===== src/rtl/bist_controller.sv =====
// Memory BIST sequencer: runs enabled pattern generators one at a time against a single SRAM
// port, compares read data one cycle after each read and records error count and first failure.
module bist_controller #(
    parameter int  MAX_ADDR     = 31,
    parameter int  DATA_WIDTH   = 8,
    parameter int  MASK_WIDTH   = 2,
    parameter int  NUM_PATTERNS = 3,
    localparam int ADDR_WIDTH   = $clog2(MAX_ADDR + 1),
    localparam int PSEL_WIDTH   = (NUM_PATTERNS > 1) ? $clog2(NUM_PATTERNS) : 1
) (
    input  logic                               clk_i,
    input  logic                               rst_i,
    input  logic                               start_i,
    input  logic [NUM_PATTERNS-1:0]            pattern_en_i,
    output logic [NUM_PATTERNS-1:0]            pg_rst_o,
    output logic [NUM_PATTERNS-1:0]            pg_en_o,
    input  logic [NUM_PATTERNS*ADDR_WIDTH-1:0] pg_addr_i,
    input  logic [NUM_PATTERNS*DATA_WIDTH-1:0] pg_data_i,
    input  logic [NUM_PATTERNS*DATA_WIDTH-1:0] pg_check_i,
    input  logic [NUM_PATTERNS*MASK_WIDTH-1:0] pg_mask_i,
    input  logic [NUM_PATTERNS-1:0]            pg_we_i,
    input  logic [NUM_PATTERNS-1:0]            pg_re_i,
    input  logic [NUM_PATTERNS-1:0]            pg_done_i,
    output logic [ADDR_WIDTH-1:0]              sram_addr_o,
    output logic [DATA_WIDTH-1:0]              sram_din_o,
    output logic [MASK_WIDTH-1:0]              sram_wmask_o,
    output logic                               sram_we_o,
    output logic                               sram_re_o,
    input  logic [DATA_WIDTH-1:0]              sram_dout_i,
    output logic                               busy_o,
    output logic                               done_o,
    output logic                               fail_o,
    output logic [15:0]                        err_count_o,
    output logic [ADDR_WIDTH-1:0]              fail_addr_o,
    output logic [PSEL_WIDTH-1:0]              fail_pattern_o
);

    localparam logic [2:0] ST_IDLE   = 3'd0;
    localparam logic [2:0] ST_PG_RST = 3'd1;
    localparam logic [2:0] ST_RUN    = 3'd2;
    localparam logic [2:0] ST_DRAIN  = 3'd3;
    localparam logic [2:0] ST_NEXT   = 3'd4;
    localparam logic [2:0] ST_DONE   = 3'd5;

    logic [2:0]              state_q,     state_d;
    logic [PSEL_WIDTH-1:0]   sel_q,       sel_d;
    logic [NUM_PATTERNS-1:0] en_q,        en_d;
    logic                    rst_cnt_q,   rst_cnt_d;
    logic [15:0]             err_q,       err_d;
    logic                    fail_q,      fail_d;
    logic [ADDR_WIDTH-1:0]   fail_addr_q, fail_addr_d;
    logic [PSEL_WIDTH-1:0]   fail_pat_q,  fail_pat_d;
    logic                    cmp_valid_q, cmp_valid_d;
    logic [DATA_WIDTH-1:0]   cmp_check_q, cmp_check_d;
    logic [ADDR_WIDTH-1:0]   cmp_addr_q,  cmp_addr_d;
    logic [PSEL_WIDTH-1:0]   cmp_sel_q,   cmp_sel_d;

    logic [ADDR_WIDTH-1:0]   sram_addr_s;
    logic [DATA_WIDTH-1:0]   sram_din_s;
    logic [MASK_WIDTH-1:0]   sram_wmask_s;
    logic                    sram_we_s;
    logic                    sram_re_s;
    logic                    mismatch_s;
    logic [PSEL_WIDTH:0]     first_s;
    logic [PSEL_WIDTH:0]     next_s;

    // Returns {found, index} of the lowest enabled generator at or above 'from'.
    function automatic logic [PSEL_WIDTH:0] find_enabled(
        input logic [NUM_PATTERNS-1:0] en,
        input int                      from
    );
        logic [PSEL_WIDTH:0] res;
        res = '0;
        for (int i = NUM_PATTERNS - 1; i >= 0; i--) begin
            if (en[i] && (i >= from)) begin
                res = {1'b1, PSEL_WIDTH'(i)};
            end
        end
        return res;
    endfunction

    assign first_s    = find_enabled(pattern_en_i, 0);
    assign next_s     = find_enabled(en_q, int'(sel_q) + 1);
    assign mismatch_s = cmp_valid_q && (sram_dout_i != cmp_check_q);

    // Generator handshake: only the selected generator in RUN is released from reset.
    always_comb begin
        pg_rst_o = '1;
        pg_en_o  = '0;
        if (state_q == ST_RUN) begin
            pg_rst_o[sel_q] = 1'b0;
            pg_en_o[sel_q]  = 1'b1;
        end else begin
            pg_rst_o = '1;
            pg_en_o  = '0;
        end
    end

    // SRAM port mux; a simultaneous write and read from a generator is treated as a write.
    always_comb begin
        sram_addr_s  = '0;
        sram_din_s   = '0;
        sram_wmask_s = '0;
        sram_we_s    = 1'b0;
        sram_re_s    = 1'b0;
        if (state_q == ST_RUN) begin
            sram_addr_s  = pg_addr_i[sel_q*ADDR_WIDTH +: ADDR_WIDTH];
            sram_din_s   = pg_data_i[sel_q*DATA_WIDTH +: DATA_WIDTH];
            sram_wmask_s = pg_mask_i[sel_q*MASK_WIDTH +: MASK_WIDTH];
            sram_we_s    = pg_we_i[sel_q];
            sram_re_s    = pg_re_i[sel_q] & ~pg_we_i[sel_q];
        end else begin
            sram_we_s    = 1'b0;
            sram_re_s    = 1'b0;
        end
    end

    // Compare pipeline capture: expected data travels alongside the read.
    always_comb begin
        cmp_valid_d = sram_re_s;
        cmp_check_d = cmp_check_q;
        cmp_addr_d  = cmp_addr_q;
        cmp_sel_d   = cmp_sel_q;
        if (sram_re_s) begin
            cmp_check_d = pg_check_i[sel_q*DATA_WIDTH +: DATA_WIDTH];
            cmp_addr_d  = sram_addr_s;
            cmp_sel_d   = sel_q;
        end else begin
            cmp_check_d = cmp_check_q;
        end
    end

    // Sequencer next state and result bookkeeping.
    always_comb begin
        state_d     = state_q;
        sel_d       = sel_q;
        en_d        = en_q;
        rst_cnt_d   = rst_cnt_q;
        err_d       = err_q;
        fail_d      = fail_q;
        fail_addr_d = fail_addr_q;
        fail_pat_d  = fail_pat_q;

        if (mismatch_s) begin
            if (err_q != 16'hFFFF) begin
                err_d = err_q + 16'd1;
            end else begin
                err_d = err_q;
            end
            if (!fail_q) begin
                fail_d      = 1'b1;
                fail_addr_d = cmp_addr_q;
                fail_pat_d  = cmp_sel_q;
            end else begin
                fail_d      = fail_q;
            end
        end else begin
            err_d = err_q;
        end

        case (state_q)
            ST_IDLE: begin
                if (start_i) begin
                    en_d        = pattern_en_i;
                    err_d       = 16'd0;
                    fail_d      = 1'b0;
                    fail_addr_d = '0;
                    fail_pat_d  = '0;
                    rst_cnt_d   = 1'b0;
                    if (first_s[PSEL_WIDTH]) begin
                        sel_d   = first_s[PSEL_WIDTH-1:0];
                        state_d = ST_PG_RST;
                    end else begin
                        state_d = ST_DONE;
                    end
                end else begin
                    state_d = ST_IDLE;
                end
            end
            ST_PG_RST: begin
                if (rst_cnt_q) begin
                    rst_cnt_d = 1'b0;
                    state_d   = ST_RUN;
                end else begin
                    rst_cnt_d = 1'b1;
                end
            end
            ST_RUN: begin
                if (pg_done_i[sel_q]) begin
                    state_d = ST_DRAIN;
                end else begin
                    state_d = ST_RUN;
                end
            end
            ST_DRAIN: begin
                state_d = ST_NEXT;
            end
            ST_NEXT: begin
                if (next_s[PSEL_WIDTH]) begin
                    sel_d     = next_s[PSEL_WIDTH-1:0];
                    rst_cnt_d = 1'b0;
                    state_d   = ST_PG_RST;
                end else begin
                    state_d   = ST_DONE;
                end
            end
            ST_DONE: begin
                if (!start_i) begin
                    state_d = ST_IDLE;
                end else begin
                    state_d = ST_DONE;
                end
            end
            default: begin
                state_d = ST_IDLE;
            end
        endcase
    end

    // State and result registers; reset discards any in-flight compare.
    always_ff @(posedge clk_i) begin
        if (rst_i) begin
            state_q     <= ST_IDLE;
            sel_q       <= '0;
            en_q        <= '0;
            rst_cnt_q   <= 1'b0;
            err_q       <= 16'd0;
            fail_q      <= 1'b0;
            fail_addr_q <= '0;
            fail_pat_q  <= '0;
            cmp_valid_q <= 1'b0;
            cmp_check_q <= '0;
            cmp_addr_q  <= '0;
            cmp_sel_q   <= '0;
        end else begin
            state_q     <= state_d;
            sel_q       <= sel_d;
            en_q        <= en_d;
            rst_cnt_q   <= rst_cnt_d;
            err_q       <= err_d;
            fail_q      <= fail_d;
            fail_addr_q <= fail_addr_d;
            fail_pat_q  <= fail_pat_d;
            cmp_valid_q <= cmp_valid_d;
            cmp_check_q <= cmp_check_d;
            cmp_addr_q  <= cmp_addr_d;
            cmp_sel_q   <= cmp_sel_d;
        end
    end

    assign sram_addr_o    = sram_addr_s;
    assign sram_din_o     = sram_din_s;
    assign sram_wmask_o   = sram_wmask_s;
    assign sram_we_o      = sram_we_s;
    assign sram_re_o      = sram_re_s;
    assign busy_o         = (state_q == ST_PG_RST) || (state_q == ST_RUN) ||
                            (state_q == ST_DRAIN)  || (state_q == ST_NEXT);
    assign done_o         = (state_q == ST_DONE);
    assign fail_o         = fail_q;
    assign err_count_o    = err_q;
    assign fail_addr_o    = fail_addr_q;
    assign fail_pattern_o = fail_pat_q;

endmodule

===== config.mk =====
export PLATFORM = sky130hd
export DESIGN_NAME = bist_controller
export DESIGN_NICKNAME = d
export VERILOG_FILES = /design/src/rtl/bist_controller.sv
export SDC_FILE = /design/constraint.sdc
export NUM_CORES = 1
export LEC_CHECK = 0
export CAP_MARGIN = 15
export CORE_MARGIN = 2
export CORE_UTILIZATION = 35
export DETAILED_ROUTE_END_ITERATION = 6
export GPL_ROUTABILITY_DRIVEN = 0
export GPL_TIMING_DRIVEN = 0
export PLACE_DENSITY = 0.74
export SLEW_MARGIN = 30
export SYNTH_ARGS = -nofsm -noshare
export SYNTH_HDL_FRONTEND = slang
export SYNTH_SLANG_ARGS = --single-unit

===== constraint.sdc =====
create_clock -name clk_i -period 2.09 [get_ports clk_i]
set_input_delay 0.418 -clock clk_i [delete_from_list [all_inputs] [get_ports clk_i]]
set_output_delay 0.418 -clock clk_i [all_outputs]
set_load 0.05 [all_outputs]

# == Word level (Yosys, flattened, before mapping) ==
# Index checks and enable logic that the tools add are counted.
# totals
register_bits,49
latchBits,0
mem_bits_rw,0
rom_bits,0
out_inout_bits,49
wordCells,103
memories,0
# op_classes
n_addsub,2
multipliers,1
n_div,0
order_cmp,5
eq_ne,11
shifts,4
mux,51
n_bitwise,3
reduce_logical,14
# op_table
cell,n
two-way mux 16 bit,4
variable part select 24 x 6 -> 8 bit,2
two-way mux 3 bit,13
two-way mux 5 bit,5
one-hot mux 3 bit (6 select lines),1
adder 16 x 1 -> 16 bit (second input constant),1
two-way mux 2 bit,8
!= test 16 bit (second input constant),1
variable part select 15 x 6 -> 5 bit,1
two-way mux 1 bit,13
two-way mux 8 bit,1
!= test 2 bit (second input constant),4
!= test 8 bit,1
binary-select mux 1 bit (select 2 bit),3
== test 3 x 2 -> 1 bit (second input constant),2
== test 3 bit (second input constant),2
>= comparator 1 x 3 -> 1 bit (first input constant),2
variable part select 6 x 4 -> 2 bit,1
logical AND 1 bit,5
multiplier 2 x 3 -> 5 bit (second input constant),1
one-hot mux 2 bit (2 select lines),1
AND reduction 4 bit,1
adder 2 x 1 -> 3 bit (second input constant),1
== test 3 x 1 -> 1 bit (second input constant),1
other kinds (14),16

# == Logic depth before layout (Yosys ltp) ==
# depth
depth_word,8
mapped_depth,7

# == Worst setup path after synthesis ==
# Ideal clock, no wire load.
# synth_timing
kind,reg2out
startpoint,register sel_q[1]
endpoint,output sram_wmask_o[1]
arrival_ns,1.793
setup_slack_ns,-0.121
stages_incl_launch_ff,7
n_path_buf,2
cell_sequence,dfxtp_1 buf_2 buf_2 mux2i_1 nor2_1 a21oi_1 nor2_1
# synth_between
elab_chain_cells,2
# synth_rtl
element,line,source
"start, declared",46,"logic [PSEL_WIDTH-1:0] sel_q, sel_d;"
"start signal, assigned",237,sel_q <= sel_d;
variable part select 6 x 4 -> 2 bit,109,sram_wmask_s = pg_mask_i[sel_q*MASK_WIDTH +: MASK_WIDTH];
two-way mux 2 bit,106,if (state_q == ST_RUN) begin
"end, declared",26,"output logic [MASK_WIDTH-1:0] sram_wmask_o,"
# No other way between the ends.

# == Worst setup path after layout ==
# layout_timing
startpoint,input pg_we_i[2]
endpoint,output sram_re_o
# layout_between
elab_chain_cells,5
# layout_rtl
element,line,source
"start, declared",21,"input logic [NUM_PATTERNS-1:0] pg_we_i,"
binary-select mux 1 bit (select 2 bit),111,sram_re_s = pg_re_i[sel_q] & ~pg_we_i[sel_q];
two-way mux 1 bit (implied by the code),111,
inverter 1 bit,111,
AND 1 bit,111,
two-way mux 1 bit,106,
"end, declared",28,"output logic sram_re_o,"
# No other way between the ends. The select of a mux whose other input is x is not followed.

==> impl_metrics.tcl <==
set metrics [dict create \
    floorplan.initialDensity_pct 36.2 \
    drt-total-wl_mm 9.75 \
    slew_violations 0 \
    drt_iter0_markers 97 \
    minimum_hold_slack_ns 0.463 \
    ys_top_cells_by_count "nor2_1 (67), dfxtp_1 (48), a21oi_1 (40)" \
    total_negative_setup_slacks_ns -0.0269 \
    reg2reg_setup_slack_ns 0.16 \
    maximum_number_of_pins_on_one_net_before_global_route_repair 15 \
    num_io_pins 141 \
    wl_per_cell_um 15.4 \
    fp-row-count 33 \
    cell_with_the_most_instances_after_synthesis "nor2_1" \
    grt_first_pass_wirelength_mm 15.3 \
    yosysTopAreaCell "dfxtp_1" \
    transition_time_at_the_pin_with_the_least_slew_margin_ns 0.638 \
    final_net_count 622 \
    reg2regPathDepth 6 \
    timing.slew.headroom_pct 57.4 \
    p_switching_uw 604 \
    multi_input_comb_area_um2 1980 \
    end_kind "output port" \
    cts_root_buffer "clkbuf_8" \
    final_antenna_net_count 0 \
    insertedDiodeCount 0 \
    global_route.usage.total_pct 21.1 \
    timing.final.crit_share_pct 101 \
    cts_tree "built" \
    mappedNetlistNets 466 \
    drive_gt1_share_pct 22.6 \
    synthTopCellsByArea "dfxtp_1 (32%), mux2i_1 (13%), nor2_1 (8.5%)" \
    viasPerCell 5.32 \
    timing.hold.worst.start "cmp_addr_q[1]" \
    timing.fmax_mhz 472 \
    worst-path-max-fanout 5 \
    yosysUniqueCellTypes 54 \
    final.setup.worst_slack_ns -0.0269 \
    gate_power_share_pct 26.3 \
    worstReg2RegStart "err_count_o[0]" \
    switching_part_of_the_total_power_pct 27.6 \
    worst_path_arrival_time_ns 1.70 \
    synth_top_cell_area_share_pct 32.3 \
    fin_skew_ns 0.00677 \
    grt_setup_unrepaired "yes" \
    area_delta_synth_final_pct 64.2 \
    post-dp-hpwl_mm 7.74 \
    cts_hold_buffers 0 \
    mapped_cell_area_um2 2970 \
    outcome "complete, but fails checks" \
    power.leakage_uw 0.00169 \
    die_w_um 96.2 \
    reg2reg_to "err_count_o[10]" \
    avgSynthCellArea_um2 7.97 \
    clk_buf_depth 2 \
    grt_pass1_vias 3281 \
    clkLatencyLatePin_ns 0.30 \
    gr-total-overflow 0 \
    route.vias.total 3377 \
    pwr-share-seq_pct 43.3 \
    final_hold_viol_count 0 \
    clock_sink_count 48 \
    vdd.ir_drop.worst_mv 0.293 \
    die_area_um2 9250 \
    worstHoldPathType "register to register" \
    chipHeight_um 96.2 \
    syn_inst 373 \
    worstSetupStartpointType "input pin" \
    intPower_uw 1580 \
    dominantRegCellSynth "dfxtp_1" \
    seq_area_um2 972 \
    cts_made_buffers 5 \
    p_clk_share_pct 30.4 \
    failed_checks "negative setup slack" \
    clk_pin_slew_worst_paths_ns 0.08 \
    power_per_cell_area_nw_per_um2 448 \
    filler_cell_count 746 \
    final.min_clock_period_ns 2.12 \
    ys_ff_latch 48 \
    worst-setup-path-type "input pin to output port" \
    core_outline_area_um2 8220 \
    hold-path-endpoint "fail_addr_o[1]" \
    buffer_ports.inserted 139 \
    holdPathStages 2 \
    drc_errors 0 \
    ys.warnings.count 0 \
    first_pass_iters 4 \
    number_of_synthesized_flops_with_an_enable_pin 0 \
    htreeDepth 2 \
    async_reset_ff_share_pct 0 \
    number_of_antenna_violations_at_the_first_check_in_global_routing 0 \
    setup_violations 1 \
    maxCapViolations 0 \
    ys_seq_area_share_pct 32.3 \
    data_required_time_at_the_worst_endpoint_ns 1.67 \
]
-- cell usage in the layout, fill, tap and decap left out, drive strengths merged, types with 7 or more instances in the layout --
| cell | instances |
|---|---|
| o21ai | 11 |
| mux2i | 39 |
| buf | 47 |
| o31ai | 7 |
| a21oi | 40 |
| dfxtp | 48 |
| clkbuf | 17 |
| nand3 | 9 |
| a211oi | 14 |
| xnor2 | 9 |
| clkdlybuf4s50 | 114 |
| nand2 | 32 |
| nor2 | 68 |
-- worst max-delay path, stage by stage --
cell and delay [ns]:
clkdlybuf4s50_1 0.41, mux2i_1 0.19, o2bb2ai_2 0.12, nor3_4 0.24
buf_6 0.16, buf_6 0.15
-- flip-flops by register name, summed over array words and instances, names as in the netlist --
| signal | cells |
|---|---|
| state_q | 3 |
| err_count_o | 16 |
| fail_pattern_o | 2 |
| rst_cnt_q | 1 |
| fail_addr_o | 5 |
| cmp_valid_q | 1 |
| sel_q | 2 |
| cmp_sel_q | 2 |
| cmp_check_q | 8 |
| fail_o | 1 |
| en_q | 2 |
| cmp_addr_q | 5 |
-- power by group through the flow --
stage | Combinational, uW | Sequential [uW] | Clock, uW
after floorplan | 280 | 962 | 0
after global placement | 528 | 965 | 0
after detailed placement | 535 | 965 | 0
after CTS | 555 | 944 | 678
after global routing | 620 | 950 | 714
final | 576 | 947 | 665
-- metrics by stage --
| stage | area (um^2) | instances | worst slack (ns) | power [uW] | utilization, % |
|---|---|---|---|---|---|
| floorplan | 3030 | 373 | -0.0577 | 1240 | - |
| finish | 4880 | 635 | -0.0269 | 2190 | 59.4 |
| detailed placement | 4550 | 617 | -1.10 | 1500 | 55.4 |
| CTS | 4720 | 626 | -0.0846 | 2180 | 57.4 |
| global placement | 4550 | 617 | -1.06 | 1490 | 55.4 |
| global route | 4880 | 635 | -0.0684 | 2280 | 59.4 |
-- worst max path at each step --
stage / startpoint / end / slack, ns / cells past startpoint
floorplan: state_q[2] / sram_addr_o[1] / -0.06 / 4
global placement: pg_we_i[2] / sram_re_o / -1.06 / 6
detailed placement: pg_we_i[2] / sram_re_o / -1.10 / 6
CTS: sel_q[0] / sram_re_o / -0.08 / 6
global route: sel_q[0] / sram_re_o / -0.07 / 6
finish: pg_we_i[2] / sram_re_o / -0.03 / 6
-- routing by layer --
| layer | GRT usage [%] | wire, um | vias up |
|---|---|---|---|
| met5 | 0 | 0 | - |
| met4 | 6.07 | 176 | 0 |
| met3 | 5.09 | 780 | 18 |
| met2 | 39.4 | 5060 | 155 |
| met1 | 23.6 | 3740 | 1549 |
| li1 | - | - | 1655 |
-- logic make-up (layout without fill, tap and decap cells) --
| kind of cell | count (synthesis) | in the layout | share of synthesized area, % |
|---|---|---|---|
| mux | 40 | 40 | 13.5 |
| flops | 48 | 48 | 32.3 |
| simple gates | 155 | 155 | 26.1 |
| fa+ha+maj | 1 | 1 | 0.421 |
| compound gates | 89 | 89 | 19.9 |
| xor+xnor | 10 | 10 | 2.95 |
| buf+inv | 30 | 187 | 4.75 |
-- layout make-up --
type	instances	area share (%)
sequential	48	19.9
timing repair buffer	149	29.9
buffer	25	4.10
inverter	5	0.615
clock inverter	2	0.717
clock buffer	6	1.49
tap	105	2.69
multi-input combinational	295	40.6
-- timing repair --
action                                  4_1_cts  5_1_grt
gates cloned                                  0        1
gates resized for setup                     180       32
buffers inserted                              1        8
endpoints found under the setup margin       43       44
pin swaps                                     1        4
No activity file was read; power rests on OpenSTA's default activity.
